**src/rtl/cursor_select_ctrl.sv**
```systemverilog
// Cursor and two-pick tile selection controller for the lianliankan board.
// Buttons are synchronized and edge-detected. Direction presses move the cursor
// with hold-to-repeat. Select presses drive a three-state pick FSM that hands
// completed pairs to the match logic over a valid/ready handshake.
module cursor_select_ctrl #(
  parameter int COLS         = 10,
  parameter int ROWS         = 8,
  parameter int X_W          = 4,
  parameter int Y_W          = 3,
  parameter int TICK_DIV     = 100000,
  parameter int REPEAT_DELAY = 400,
  parameter int REPEAT_RATE  = 100
) (
  input  logic           clk,
  input  logic           rst,
  input  logic           en,
  input  logic           up,
  input  logic           right,
  input  logic           down,
  input  logic           left,
  input  logic           s,
  input  logic           cell_occupied,
  output logic [X_W-1:0] cur_x,
  output logic [Y_W-1:0] cur_y,
  output logic           sel_valid,
  output logic [X_W-1:0] sel_x,
  output logic [Y_W-1:0] sel_y,
  output logic           req_valid,
  output logic [X_W-1:0] req_x0,
  output logic [Y_W-1:0] req_y0,
  output logic [X_W-1:0] req_x1,
  output logic [Y_W-1:0] req_y1,
  input  logic           req_ready
);

  localparam int PRESC_W  = (TICK_DIV > 1) ? $clog2(TICK_DIV) : 1;
  localparam int HOLD_MAX = (REPEAT_DELAY > REPEAT_RATE) ? REPEAT_DELAY : REPEAT_RATE;
  localparam int HOLD_W   = $clog2(HOLD_MAX + 1);

  // Bit positions in the button vector; direction indices double as move codes.
  localparam logic [1:0] DIR_UP    = 2'd0;
  localparam logic [1:0] DIR_RIGHT = 2'd1;
  localparam logic [1:0] DIR_DOWN  = 2'd2;
  localparam logic [1:0] DIR_LEFT  = 2'd3;
  localparam int         BTN_S     = 4;

  typedef enum logic [1:0] {ST_IDLE, ST_FIRST, ST_REQ} state_t;

  logic [4:0] btn_raw;
  logic [4:0] sync1_q, sync1_d, sync2_q, sync2_d, prev_q, prev_d;
  logic [4:0] press;

  logic [X_W-1:0]     cur_x_q, cur_x_d;
  logic [Y_W-1:0]     cur_y_q, cur_y_d;
  logic [PRESC_W-1:0] presc_q, presc_d;
  logic [HOLD_W-1:0]  hold_q, hold_d, hold_inc, hold_limit;
  logic               rep_first_q, rep_first_d;
  logic [1:0]         active_q, active_d;
  logic               active_vld_q, active_vld_d;
  logic               tick, move_vld;
  logic [1:0]         move_dir;
  logic [3:0]         dir_lvl;

  state_t         state_q, state_d;
  logic [X_W-1:0] sel_x_q, sel_x_d, req_x0_q, req_x0_d, req_x1_q, req_x1_d;
  logic [Y_W-1:0] sel_y_q, sel_y_d, req_y0_q, req_y0_d, req_y1_q, req_y1_d;
  logic           s_press, same_cell;

  assign btn_raw = {s, left, down, right, up};

  // Synchronizer chain and rising-edge detect; prev tracks sync2 even when disabled.
  always_comb begin
    sync1_d = btn_raw;
    sync2_d = sync1_q;
    prev_d  = sync2_q;
    press   = sync2_q & ~prev_q;
    dir_lvl = sync2_q[3:0];
  end

  // Input registers; reset to all-ones so a button held through reset gives no press.
  always_ff @(posedge clk) begin
    if (rst) begin
      sync1_q <= '1;
      sync2_q <= '1;
      prev_q  <= '1;
    end else begin
      sync1_q <= sync1_d;
      sync2_q <= sync2_d;
      prev_q  <= prev_d;
    end
  end

  // Cursor move selection: fresh press wins, otherwise hold-to-repeat on the active direction.
  always_comb begin
    cur_x_d      = cur_x_q;
    cur_y_d      = cur_y_q;
    presc_d      = presc_q;
    hold_d       = hold_q;
    rep_first_d  = rep_first_q;
    active_d     = active_q;
    active_vld_d = active_vld_q;
    move_vld     = 1'b0;
    move_dir     = DIR_UP;
    tick         = 1'b0;
    hold_inc     = hold_q + HOLD_W'(1);
    hold_limit   = rep_first_q ? HOLD_W'(REPEAT_DELAY) : HOLD_W'(REPEAT_RATE);
    if (en) begin
      tick    = (presc_q == PRESC_W'(TICK_DIV - 1));
      presc_d = tick ? '0 : presc_q + PRESC_W'(1);
      if (press[3:0] != 4'b0000) begin
        if (press[DIR_UP])         move_dir = DIR_UP;
        else if (press[DIR_RIGHT]) move_dir = DIR_RIGHT;
        else if (press[DIR_DOWN])  move_dir = DIR_DOWN;
        else                       move_dir = DIR_LEFT;
        move_vld     = 1'b1;
        active_d     = move_dir;
        active_vld_d = 1'b1;
        presc_d      = '0;
        hold_d       = '0;
        rep_first_d  = 1'b1;
      end else if (active_vld_q) begin
        if (!dir_lvl[active_q]) begin
          active_vld_d = 1'b0;
        end else if (tick) begin
          if (hold_inc == hold_limit) begin
            move_vld    = 1'b1;
            move_dir    = active_q;
            hold_d      = '0;
            rep_first_d = 1'b0;
          end else begin
            hold_d = hold_inc;
          end
        end
      end
    end
    if (move_vld) begin
      case (move_dir)
        DIR_UP:    cur_y_d = (cur_y_q == '0) ? Y_W'(ROWS - 1) : cur_y_q - Y_W'(1);
        DIR_DOWN:  cur_y_d = (cur_y_q == Y_W'(ROWS - 1)) ? '0 : cur_y_q + Y_W'(1);
        DIR_LEFT:  cur_x_d = (cur_x_q == '0) ? X_W'(COLS - 1) : cur_x_q - X_W'(1);
        default:   cur_x_d = (cur_x_q == X_W'(COLS - 1)) ? '0 : cur_x_q + X_W'(1);
      endcase
    end
  end

  // Cursor and repeat-timer registers.
  always_ff @(posedge clk) begin
    if (rst) begin
      cur_x_q      <= '0;
      cur_y_q      <= '0;
      presc_q      <= '0;
      hold_q       <= '0;
      rep_first_q  <= 1'b1;
      active_q     <= DIR_UP;
      active_vld_q <= 1'b0;
    end else begin
      cur_x_q      <= cur_x_d;
      cur_y_q      <= cur_y_d;
      presc_q      <= presc_d;
      hold_q       <= hold_d;
      rep_first_q  <= rep_first_d;
      active_q     <= active_d;
      active_vld_q <= active_vld_d;
    end
  end

  // Selection FSM state and pick/pair registers.
  always_ff @(posedge clk) begin
    if (rst) begin
      state_q  <= ST_IDLE;
      sel_x_q  <= '0;
      sel_y_q  <= '0;
      req_x0_q <= '0;
      req_y0_q <= '0;
      req_x1_q <= '0;
      req_y1_q <= '0;
    end else begin
      state_q  <= state_d;
      sel_x_q  <= sel_x_d;
      sel_y_q  <= sel_y_d;
      req_x0_q <= req_x0_d;
      req_y0_q <= req_y0_d;
      req_x1_q <= req_x1_d;
      req_y1_q <= req_y1_d;
    end
  end

  // Next-state logic; selection uses the pre-move cursor held in cur_*_q.
  always_comb begin
    state_d   = state_q;
    sel_x_d   = sel_x_q;
    sel_y_d   = sel_y_q;
    req_x0_d  = req_x0_q;
    req_y0_d  = req_y0_q;
    req_x1_d  = req_x1_q;
    req_y1_d  = req_y1_q;
    s_press   = en & press[BTN_S];
    same_cell = (cur_x_q == sel_x_q) && (cur_y_q == sel_y_q);
    case (state_q)
      ST_IDLE: begin
        if (s_press && cell_occupied) begin
          sel_x_d = cur_x_q;
          sel_y_d = cur_y_q;
          state_d = ST_FIRST;
        end
      end
      ST_FIRST: begin
        if (s_press) begin
          if (same_cell) begin
            state_d = ST_IDLE;
          end else if (cell_occupied) begin
            req_x0_d = sel_x_q;
            req_y0_d = sel_y_q;
            req_x1_d = cur_x_q;
            req_y1_d = cur_y_q;
            state_d  = ST_REQ;
          end
        end
      end
      ST_REQ: begin
        if (req_ready) state_d = ST_IDLE;
      end
      default: state_d = ST_IDLE;
    endcase
  end

  // Output decode from registered state.
  always_comb begin
    cur_x     = cur_x_q;
    cur_y     = cur_y_q;
    sel_valid = (state_q == ST_FIRST);
    sel_x     = sel_x_q;
    sel_y     = sel_y_q;
    req_valid = (state_q == ST_REQ);
    req_x0    = req_x0_q;
    req_y0    = req_y0_q;
    req_x1    = req_x1_q;
    req_y1    = req_y1_q;
  end

endmodule

```
**config.mk**
```make
export PLATFORM = sky130hd
export DESIGN_NAME = cursor_select_ctrl
export DESIGN_NICKNAME = d
export VERILOG_FILES = /design/src/rtl/cursor_select_ctrl.sv
export SDC_FILE = /design/constraint.sdc
export NUM_CORES = 1
export LEC_CHECK = 0
export ABC_AREA = 0
export ABC_CLOCK_PERIOD_IN_PS = 6700
export CAP_MARGIN = 20
export CORE_MARGIN = 2
export CORE_UTILIZATION = 40
export CTS_BUF_LIST = sky130_fd_sc_hd__clkbuf_16
export DETAILED_ROUTE_END_ITERATION = 10
export PLACE_DENSITY = 0.63
export SETUP_SLACK_MARGIN = 0.15
export SLEW_MARGIN = 20
export SYNTH_ARGS = -nofsm -noshare
export SYNTH_HDL_FRONTEND = slang
export SYNTH_SLANG_ARGS = --single-unit
```
**constraint.sdc**
```tcl
create_clock -name clk -period 6.7 [get_ports clk]
set_input_delay 1.005 -clock clk [delete_from_list [all_inputs] [get_ports clk]]
set_output_delay 1.005 -clock clk [all_outputs]
set_load 0.1 [all_outputs]
```
==> results of run 1 <==
flip-flops by register name, summed over array words and instances (netlist names), 4 cells and up:
| register | cells |
|---|---|
| cur_x | 4 |
| hold_q | 9 |
| presc_q | 17 |
| prev_d | 5 |
| prev_q | 5 |
| req_x0 | 4 |
| req_x1 | 4 |
| sel_x | 4 |
| sync1_q | 5 |
cells by family (layout without fill, tap and decap cells):
family,after synthesis,after routing,synth area share (%)
AOI/OAI and AO/OA,58,58,10.2
xor gates and xnor gates,32,32,7.92
adders and majority gates,6,6,2.12
buffers and inverters,32,63,3.64
DFF,75,75,42.4
muxes,20,20,5.69
and+or+nand+nor,192,192,27.9
synth_stat cells, types with 2 or more instances:
library cell and count:
sky130_fd_sc_hd__clkbuf_1 21, sky130_fd_sc_hd__nand4b_1 2, sky130_fd_sc_hd__or3_1 7, sky130_fd_sc_hd__nand2_1 24
sky130_fd_sc_hd__dfxtp_1 75, sky130_fd_sc_hd__a21oi_1 23, sky130_fd_sc_hd__nor3b_1 2, sky130_fd_sc_hd__buf_1 2
sky130_fd_sc_hd__a31oi_1 4, sky130_fd_sc_hd__nor2b_1 3, sky130_fd_sc_hd__and3_1 9, sky130_fd_sc_hd__xor2_1 19
sky130_fd_sc_hd__or2_2 15, sky130_fd_sc_hd__and2_1 2, sky130_fd_sc_hd__nand3_1 12, sky130_fd_sc_hd__xnor2_1 13
sky130_fd_sc_hd__nand4_1 11, sky130_fd_sc_hd__a211oi_1 4, sky130_fd_sc_hd__o21ai_1 2, sky130_fd_sc_hd__nor2_1 71
sky130_fd_sc_hd__nor4_1 2, sky130_fd_sc_hd__inv_1 7, sky130_fd_sc_hd__mux2i_1 19, sky130_fd_sc_hd__nand2b_1 10
sky130_fd_sc_hd__o21ai_0 11, sky130_fd_sc_hd__ha_1 6, sky130_fd_sc_hd__nor3_1 9, sky130_fd_sc_hd__nand3b_1 2
sky130_fd_sc_hd__nor4b_1 2, sky130_fd_sc_hd__o32ai_1 2
power groups by stage:
stage               registers [mW]  logic, mW  clock network (mW)
floorplan                    0.478     0.0368                   0
global placement             0.471     0.0601                   0
detailed placement           0.471     0.0611                   0
CTS                          0.461     0.0613               0.503
global route                 0.462     0.0673               0.525
finish                       0.461     0.0610               0.493
worst max-delay path: stages:
cell and delay [ns]:
sky130_fd_sc_hd__clkdlybuf4s50_1 0.98, sky130_fd_sc_hd__o2111a_1 0.34, sky130_fd_sc_hd__and3_1 0.17, sky130_fd_sc_hd__a31o_2 0.30, sky130_fd_sc_hd__mux2_2 0.36, sky130_fd_sc_hd__o21ai_0 0.16
sky130_fd_sc_hd__a21oi_1 0.08
per-stage QoR:
stage / hold slack [ns] / area [um2]
2_1_floorplan: 0.389 / 3540
3_3_place_gp: 0.391 / 3960
3_5_place_dp: 0.396 / 3960
4_1_cts: 0.411 / 4260
5_1_grt: 0.421 / 4280
6_report: 0.409 / 4280
worst max-delay path by stage:
stage	depth (start not counted)	slack, ns	end	from
after floorplan	9	3.66	req_y1[2]$_SDFFE_PP0P_	cur_x[1]$_SDFFE_PP0P_
after global placement	5	3.03	req_x1[3]$_SDFFE_PP0P_	en
after detailed placement	5	2.94	req_y1[2]$_SDFFE_PP0P_	en
after CTS	5	3.27	req_y1[2]$_SDFFE_PP0P_	en
after global routing	7	3.29	cur_x[3]$_SDFFE_PP0P_	en
final	7	3.47	cur_x[3]$_SDFFE_PP0P_	en
cell type report:
cell class	instances	area (um2)
Timing Repair Buffer	40	397
Clock inverter	7	83.8
Inverter	7	26.3
Fill cell	846	4360
Tap cell	108	135
Sequential cell	75	1500
Clock buffer	9	225
Multi-Input combinational cell	308	1910
per-layer routing:
metal / routed length (um) / vias to the layer above / track usage (%)
met1: 3720 / 1394 / 21.8
met4: 46 / 0 / 5.13
met5: 0 / - / 0
met2: 3520 / 41 / 26.1
li1: - / 1488 / -
met3: 235 / 4 / 4.15
==> run_summary.xml, run 1 <==
<?xml version="1.0" encoding="UTF-8"?>
<metrics>
  <group name="timing">
    <metric name="min_period" unit="ns">3.23</metric>
    <metric name="final_min_period_over_clock_period" unit="%">48.2</metric>
    <metric name="number_of_slew_limit_violations_in_the_final_report" unit="">0</metric>
    <metric name="finalHoldViolCount" unit="">0</metric>
    <metric name="clock_skew" unit="ns">0.00793</metric>
    <metric name="post-route-worst-setup-slack" unit="ns">3.47</metric>
    <metric name="timing.final.setup_violations" unit="">0</metric>
    <metric name="tightest_slew" unit="ns">0.991</metric>
    <metric name="unrepaired_setup_endpoints_after_global_routing" unit="">false</metric>
    <metric name="max_transition_margin" unit="%">33.7</metric>
    <metric name="setup-tns-final" unit="ns">0</metric>
    <metric name="max_freq" unit="MHz">310</metric>
  </group>
  <group name="power">
    <metric name="irDropWorstVdd" unit="mV">0.160</metric>
    <metric name="leakage_component_of_the_power" unit="nW">1.63</metric>
    <metric name="switching_share" unit="%">24.1</metric>
    <metric name="share_clk_of_total_power" unit="%">48.6</metric>
    <metric name="powerDensity" unit="nW/um2">237</metric>
    <metric name="register_share_of_total_power" unit="%">45.4</metric>
    <metric name="comb_power_share" unit="%">6.0</metric>
    <metric name="internal_power" unit="mW">0.770</metric>
    <metric name="post-layout-total-power" unit="mW">1.01</metric>
    <metric name="power_switching" unit="mW">0.245</metric>
  </group>
  <group name="yosys">
    <metric name="yosys-top-cells-area" unit="">sky130_fd_sc_hd__dfxtp_1 42%, sky130_fd_sc_hd__nor2_1 7.5%, sky130_fd_sc_hd__mux2i_1 5.4%</metric>
    <metric name="async_reset_ff_share" unit="%">0</metric>
    <metric name="synth.top_cell.area_share" unit="%">42.4</metric>
    <metric name="synthDistinctLibCells" unit="">54</metric>
    <metric name="yosys.area.top_type" unit="">sky130_fd_sc_hd__dfxtp_1</metric>
    <metric name="syn_area" unit="um2">3540</metric>
    <metric name="synth-seq-cells" unit="">75</metric>
    <metric name="yosys_warnings" unit="">0</metric>
    <metric name="postSynthAreaPerCell" unit="um2">8.52</metric>
    <metric name="synth-edff-count" unit="">0</metric>
    <metric name="netlist_instances" unit="">415</metric>
    <metric name="synth.yosys.seq_area_share" unit="%">42.4</metric>
    <metric name="synth-main-ff-cell" unit="">sky130_fd_sc_hd__dfxtp_1</metric>
    <metric name="synthesis.nets" unit="">431</metric>
  </group>
  <group name="cells_and_area">
    <metric name="fin_nets" unit="">457</metric>
    <metric name="final_cells" unit="">554</metric>
    <metric name="mostFrequentLayoutCell" unit="">sky130_fd_sc_hd__dfxtp_1</metric>
    <metric name="antenna-diode-count" unit="">0</metric>
    <metric name="final_layout_size_suffix_gt1_share" unit="%">8.97</metric>
    <metric name="area_delta_synth_final" unit="%">20.9</metric>
    <metric name="layout_common_cells" unit="">75 x sky130_fd_sc_hd__dfxtp_1, 71 x sky130_fd_sc_hd__nor2_1, 38 x sky130_fd_sc_hd__clkdlybuf4s50_1, 24 x sky130_fd_sc_hd__nand2_1, 23 x sky130_fd_sc_hd__a21oi_1</metric>
    <metric name="post-route-util" unit="%">49.5</metric>
  </group>
  <group name="place">
    <metric name="dp_hpwl" unit="um">5180</metric>
    <metric name="dp.cells" unit="">537</metric>
    <metric name="post_place_setup_slack" unit="ns">2.94</metric>
    <metric name="io_buffer_count" unit="">39</metric>
    <metric name="placer_congestion_estimate" unit="">0.810</metric>
  </group>
  <group name="worst_hold_path">
    <metric name="holdPathEnd" unit="">prev_d[4]$_SDFF_PP1_</metric>
    <metric name="timing.hold.worst_path_depth" unit="">1</metric>
    <metric name="timing.hold.worst.class" unit="">flop to flop</metric>
    <metric name="hold_path_startpoint" unit="">sync1_q[4]$_SDFF_PP1_</metric>
  </group>
  <group name="clock_network">
    <metric name="cts_buffer_depth" unit="">2</metric>
    <metric name="post_cts_resize_count" unit="">0</metric>
    <metric name="tritoncts.num_buffers" unit="">9</metric>
    <metric name="clk_pin_slew_worst_paths" unit="ns">0.06</metric>
    <metric name="cts.htree.levels" unit="">3</metric>
    <metric name="cts_hold_buf" unit="">0</metric>
    <metric name="cts_tree" unit="">built</metric>
    <metric name="root_buffer" unit="">sky130_fd_sc_hd__clkbuf_16</metric>
    <metric name="postCtsSetupRepairBufs" unit="">0</metric>
    <metric name="cts_sinks" unit="">75</metric>
    <metric name="worstSkewPairLatency" unit="ns">0.33</metric>
  </group>
  <group name="die">
    <metric name="die-width" unit="um">98.0</metric>
    <metric name="placement_rows" unit="">34</metric>
    <metric name="fp.dieH" unit="um">98.0</metric>
    <metric name="io-pin-count" unit="">40</metric>
    <metric name="design.die.area" unit="um2">9610</metric>
    <metric name="core_area" unit="um2">8640</metric>
    <metric name="floorplan.initialDensity" unit="%">41.0</metric>
  </group>
  <group name="routing">
    <metric name="finalWirelength" unit="um">7520</metric>
    <metric name="drc" unit="">0</metric>
    <metric name="vias_per_cell" unit="">5.28</metric>
    <metric name="via_count" unit="">2927</metric>
    <metric name="drtAntennaViolNets" unit="">0</metric>
    <metric name="dr.first_iter.drc_count" unit="">122</metric>
    <metric name="detail_route.first_pass.iterations" unit="">4</metric>
    <metric name="avgRoutedWirePerCell" unit="um">13.6</metric>
  </group>
  <group name="global_route">
    <metric name="gr-usage-all-layers" unit="%">16.4</metric>
    <metric name="grt_remaining_overflow" unit="">0</metric>
    <metric name="grt_antenna_before_repair" unit="">0</metric>
    <metric name="grt_start_max_net_pins" unit="">57</metric>
    <metric name="first_pass_grt_wire_length" unit="um">13100</metric>
    <metric name="grt_pass1_vias" unit="">2735</metric>
  </group>
  <group name="critical_path">
    <metric name="crit_path_capture_type" unit="">flop</metric>
    <metric name="r2r.worst_path.cells" unit="">9</metric>
    <metric name="cp_max_fo" unit="">23</metric>
    <metric name="data_arrival_time_of_the_critical_path" unit="ns">3.40</metric>
    <metric name="worst_flop_to_flop_path_startpoint" unit="">hold_q[0]$_SDFFE_PP0P_</metric>
    <metric name="worst_r2r_endpoint" unit="">cur_x[1]$_SDFFE_PP0P_</metric>
    <metric name="timing.critical_path.from_type" unit="">primary input</metric>
    <metric name="required" unit="ns">6.88</metric>
    <metric name="worstSetupPathType" unit="">primary input to flop</metric>
    <metric name="regToRegSetupSlack" unit="ns">3.66</metric>
  </group>
  <group name="job">
    <metric name="cap_violations" unit="">0</metric>
  </group>
  <group name="status">
    <metric name="result_of_the_run" unit="">finished clean</metric>
  </group>
</metrics>
(Power assumes the default switching activity.)
==> run 2, diff against run 1 <==
Settings changed: ABC_CLOCK_PERIOD_IN_PS 6700 to 2700, PLACE_DENSITY 0.63 to 0.65.
Clock period 6.7 ns to 2.7 ns, I/O delays scaled along.
==> run 2 against run 1 <==
Clock power rose by 140%. Critical path type is now flop to flop. Cell count rose by 3.4%. Critical endpoint is now cur_x[2]$_SDFFE_PP0P_. Global-route usage hardly changed. First-iteration DRC count fell by 1.6%. Via count increased by 2.8%. Core utilization rose by 2.0 points. Highest routed layer unchanged. Register-to-register slack got worse by 3.5 ns. Worst setup slack got worse by 3.3 ns. Non-clock buffer count is 19 higher. Sequential power is 150% higher. Die area did not move. Cell area rose by 4.0%.
==> run_summary.xml, run 2 (same netlist as run 1, synthesis figures left out) <==
<?xml version="1.0" encoding="UTF-8"?>
<metrics>
  <group name="clock_network">
    <metric name="cts_sinks" unit="">75</metric>
    <metric name="worstSkewPairLatency" unit="ns">0.33</metric>
    <metric name="cts_hold_buf" unit="">0</metric>
    <metric name="cts_tree" unit="">built</metric>
    <metric name="root_buffer" unit="">sky130_fd_sc_hd__clkbuf_16</metric>
    <metric name="tritoncts.num_buffers" unit="">9</metric>
    <metric name="cts_buffer_depth" unit="">2</metric>
    <metric name="clk_pin_slew_worst_paths" unit="ns">0.06</metric>
    <metric name="cts.htree.levels" unit="">3</metric>
  </group>
  <group name="critical_path">
    <metric name="required" unit="ns">2.95</metric>
    <metric name="critical-path-top-delay-family" unit="">simple AND/OR/NAND/NOR gates</metric>
    <metric name="critical_path.cell_chain" unit="">and2_1 &gt; o22ai_1 &gt; a31oi_1 &gt; o32ai_2 &gt; a31oi_1 &gt; or4_4 &gt; or3_1 &gt; a21oi_1</metric>
    <metric name="critical_path_depth" unit="">8</metric>
    <metric name="worstSetupPathType" unit="">flop to flop</metric>
    <metric name="worst_r2r_endpoint" unit="">cur_x[2]$_SDFFE_PP0P_</metric>
    <metric name="crit_path_capture_type" unit="">flop</metric>
    <metric name="cp_slowest_stage_delay" unit="ns">0.60</metric>
    <metric name="timing.critical_path.from_type" unit="">flop</metric>
    <metric name="worst_flop_to_flop_path_startpoint" unit="">hold_q[1]$_SDFFE_PP0P_</metric>
    <metric name="data_arrival_time_of_the_critical_path" unit="ns">2.83</metric>
    <metric name="regToRegSetupSlack" unit="ns">0.12</metric>
    <metric name="cp-startpoint" unit="">hold_q[1]$_SDFFE_PP0P_</metric>
    <metric name="r2r.worst_path.cells" unit="">8</metric>
    <metric name="timing.critical_path.to" unit="">cur_x[2]$_SDFFE_PP0P_</metric>
    <metric name="crit_path_top_delay_cell" unit="">sky130_fd_sc_hd__or4_4</metric>
    <metric name="critPathBufInv" unit="">0</metric>
    <metric name="crit_top_cell" unit="">sky130_fd_sc_hd__a31oi_1</metric>
    <metric name="cp_max_fo" unit="">6</metric>
  </group>
  <group name="die">
    <metric name="die-width" unit="um">98.0</metric>
    <metric name="fp.dieH" unit="um">98.0</metric>
    <metric name="core_area" unit="um2">8640</metric>
    <metric name="io-pin-count" unit="">40</metric>
    <metric name="design.die.area" unit="um2">9610</metric>
    <metric name="placement_rows" unit="">34</metric>
    <metric name="floorplan.initialDensity" unit="%">41.0</metric>
  </group>
  <group name="routing">
    <metric name="dr.first_iter.drc_count" unit="">120</metric>
    <metric name="drtAntennaViolNets" unit="">0</metric>
    <metric name="via_count" unit="">3010</metric>
    <metric name="finalWirelength" unit="um">7750</metric>
    <metric name="detail_route.first_pass.iterations" unit="">4</metric>
    <metric name="avgRoutedWirePerCell" unit="um">13.5</metric>
    <metric name="drc" unit="">0</metric>
    <metric name="vias_per_cell" unit="">5.25</metric>
  </group>
  <group name="global_route">
    <metric name="grt_antenna_before_repair" unit="">0</metric>
    <metric name="grt_start_max_net_pins" unit="">37</metric>
    <metric name="grt_remaining_overflow" unit="">0</metric>
    <metric name="gr-usage-all-layers" unit="%">16.4</metric>
    <metric name="first_pass_grt_wire_length" unit="um">13100</metric>
    <metric name="grt_pass1_vias" unit="">2717</metric>
  </group>
  <group name="cells_and_area">
    <metric name="layout_common_cells" unit="">69 x sky130_fd_sc_hd__nor2_1, 61 x sky130_fd_sc_hd__dfxtp_1, 49 x sky130_fd_sc_hd__buf_4, 23 x sky130_fd_sc_hd__nand2_1, 23 x sky130_fd_sc_hd__a21oi_1</metric>
    <metric name="fin_nets" unit="">476</metric>
    <metric name="max_flop_register" unit="">presc_q</metric>
    <metric name="final_layout_size_suffix_gt1_share" unit="%">25.2</metric>
    <metric name="area_delta_synth_final" unit="%">25.7</metric>
    <metric name="largest_registers" unit="">presc_q (17), hold_q (9)</metric>
    <metric name="largest_reg_flops" unit="">17</metric>
    <metric name="mostFrequentLayoutCell" unit="">sky130_fd_sc_hd__nor2_1</metric>
    <metric name="seqCellArea" unit="um2">1530</metric>
    <metric name="multi_input_gate_area_in_the_final_layout" unit="um2">1990</metric>
    <metric name="antenna-diode-count" unit="">0</metric>
    <metric name="fillerInstances" unit="">823</metric>
  </group>
  <group name="timing">
    <metric name="max_transition_margin" unit="%">61.1</metric>
    <metric name="min_period" unit="ns">2.58</metric>
    <metric name="finalHoldViolCount" unit="">0</metric>
    <metric name="final_min_period_over_clock_period" unit="%">95.4</metric>
    <metric name="max_freq" unit="MHz">388</metric>
    <metric name="clock_skew" unit="ns">0.00702</metric>
    <metric name="tightest_slew" unit="ns">0.583</metric>
    <metric name="number_of_slew_limit_violations_in_the_final_report" unit="">0</metric>
    <metric name="unrepaired_setup_endpoints_after_global_routing" unit="">true</metric>
    <metric name="post-route-worst-setup-slack" unit="ns">0.123</metric>
    <metric name="timing.final.setup_violations" unit="">0</metric>
  </group>
  <group name="status">
    <metric name="result_of_the_run" unit="">finished clean</metric>
  </group>
  <group name="place">
    <metric name="dp_hpwl" unit="um">5270</metric>
    <metric name="post_place_setup_slack" unit="ns">-0.00567</metric>
    <metric name="io_buffer_count" unit="">39</metric>
    <metric name="placer_congestion_estimate" unit="">0.847</metric>
  </group>
  <group name="power">
    <metric name="internal_power" unit="mW">1.90</metric>
    <metric name="share_clk_of_total_power" unit="%">47.2</metric>
    <metric name="comb_power_share" unit="%">6.7</metric>
    <metric name="switching_share" unit="%">23.4</metric>
    <metric name="register_share_of_total_power" unit="%">46.1</metric>
    <metric name="post-layout-total-power" unit="mW">2.48</metric>
    <metric name="powerDensity" unit="nW/um2">558</metric>
    <metric name="power_switching" unit="mW">0.579</metric>
    <metric name="leakage_component_of_the_power" unit="nW">1.80</metric>
    <metric name="irDropWorstVdd" unit="mV">0.484</metric>
  </group>
  <group name="worst_hold_path">
    <metric name="timing.hold.worst.class" unit="">flop to flop</metric>
  </group>
  <group name="job">
    <metric name="cap_violations" unit="">0</metric>
  </group>
</metrics>
-- run 2: changes by cell type in the layout (fill, tap and decap cells not counted), moves of 3 or more --
cell,previous run,this run
sky130_fd_sc_hd__clkdlybuf4s50_1,38,8
sky130_fd_sc_hd__nor3_2,0,3
sky130_fd_sc_hd__dfxtp_1,75,61
sky130_fd_sc_hd__dfxtp_2,0,10
sky130_fd_sc_hd__buf_4,0,49
sky130_fd_sc_hd__dfxtp_4,0,4
sky130_fd_sc_hd__nor3_1,9,6
-- run 2: area by class of cell --
type / count / share of cell area, %
multi-input combinational: 308 / 44.7
sequential: 75 / 34.4
timing repair buffer: 59 / 10.6
clock buffer: 9 / 5.07
tap: 108 / 3.04
clock inverter: 7 / 1.58
inverter: 7 / 0.591
-- run 2: how the worst min path moves through the flow --
stage | startpoint | endpoint | slack (ns) | cells past startpoint
after floorplan | sync1_q[0]$_SDFF_PP1_ | prev_d[0]$_SDFF_PP1_ | 0.39 | 1
after CTS | sync1_q[4]$_SDFF_PP1_ | prev_d[4]$_SDFF_PP1_ | 0.41 | 1
after global routing | sync1_q[4]$_SDFF_PP1_ | prev_d[4]$_SDFF_PP1_ | 0.42 | 1
after detailed placement | sync1_q[4]$_SDFF_PP1_ | prev_d[4]$_SDFF_PP1_ | 0.39 | 1
after global placement | sync1_q[0]$_SDFF_PP1_ | prev_d[0]$_SDFF_PP1_ | 0.39 | 1
final | sync1_q[0]$_SDFF_PP1_ | prev_d[0]$_SDFF_PP1_ | 0.41 | 1
-- run 2: power groups by stage --
stage	registers (mW)	clock network (mW)	logic, mW
3_5_place_dp	1.17	0	0.161
4_1_cts	1.14	1.20	0.164
3_3_place_gp	1.17	0	0.159
6_report	1.14	1.17	0.167
5_1_grt	1.14	1.24	0.182
2_1_floorplan	1.18	0	0.0914
-- run 2: per-stage QoR --
| step | hold WS, ns | instance area (um2) | std cells | utilization [%] | TNS (ns) |
|---|---|---|---|---|---|
| after CTS | 0.408 | 4370 | 572 | 50.6 | 0 |
| after global routing | 0.420 | 4450 | 573 | 51.5 | 0 |
| after floorplan | 0.389 | 3580 | 415 | - | 0 |
| after global placement | 0.391 | 4050 | 554 | 46.9 | 0 |
| final | 0.408 | 4450 | 573 | 51.5 | 0 |
| after detailed placement | 0.394 | 4050 | 554 | 46.9 | -0.00710 |
-- run 2: timing repair --
action | CTS | global route
pin swaps | 5 | 12
setup endpoints to repair | 4 | 5
setup buffers | 2 | 1
resized for setup | 5 | 17
-- run 2: metal layers --
layer | vias to the layer above | share of wire [%] | GRT usage, %
met5 | - | 0 | 0
met4 | 0 | 1.2 | 5.13
met3 | 8 | 3.5 | 3.72
met2 | 50 | 46 | 24.5
met1 | 1433 | 49 | 23.6
li1 | 1519 | - | -
==> run 3, diff against run 2 <==
Settings changed: CAP_MARGIN 20 to default, GPL_ROUTABILITY_DRIVEN from default to 0.
==> results of run 3 <==
The final DEF is identical to that of run 2; final timing and power are the same.
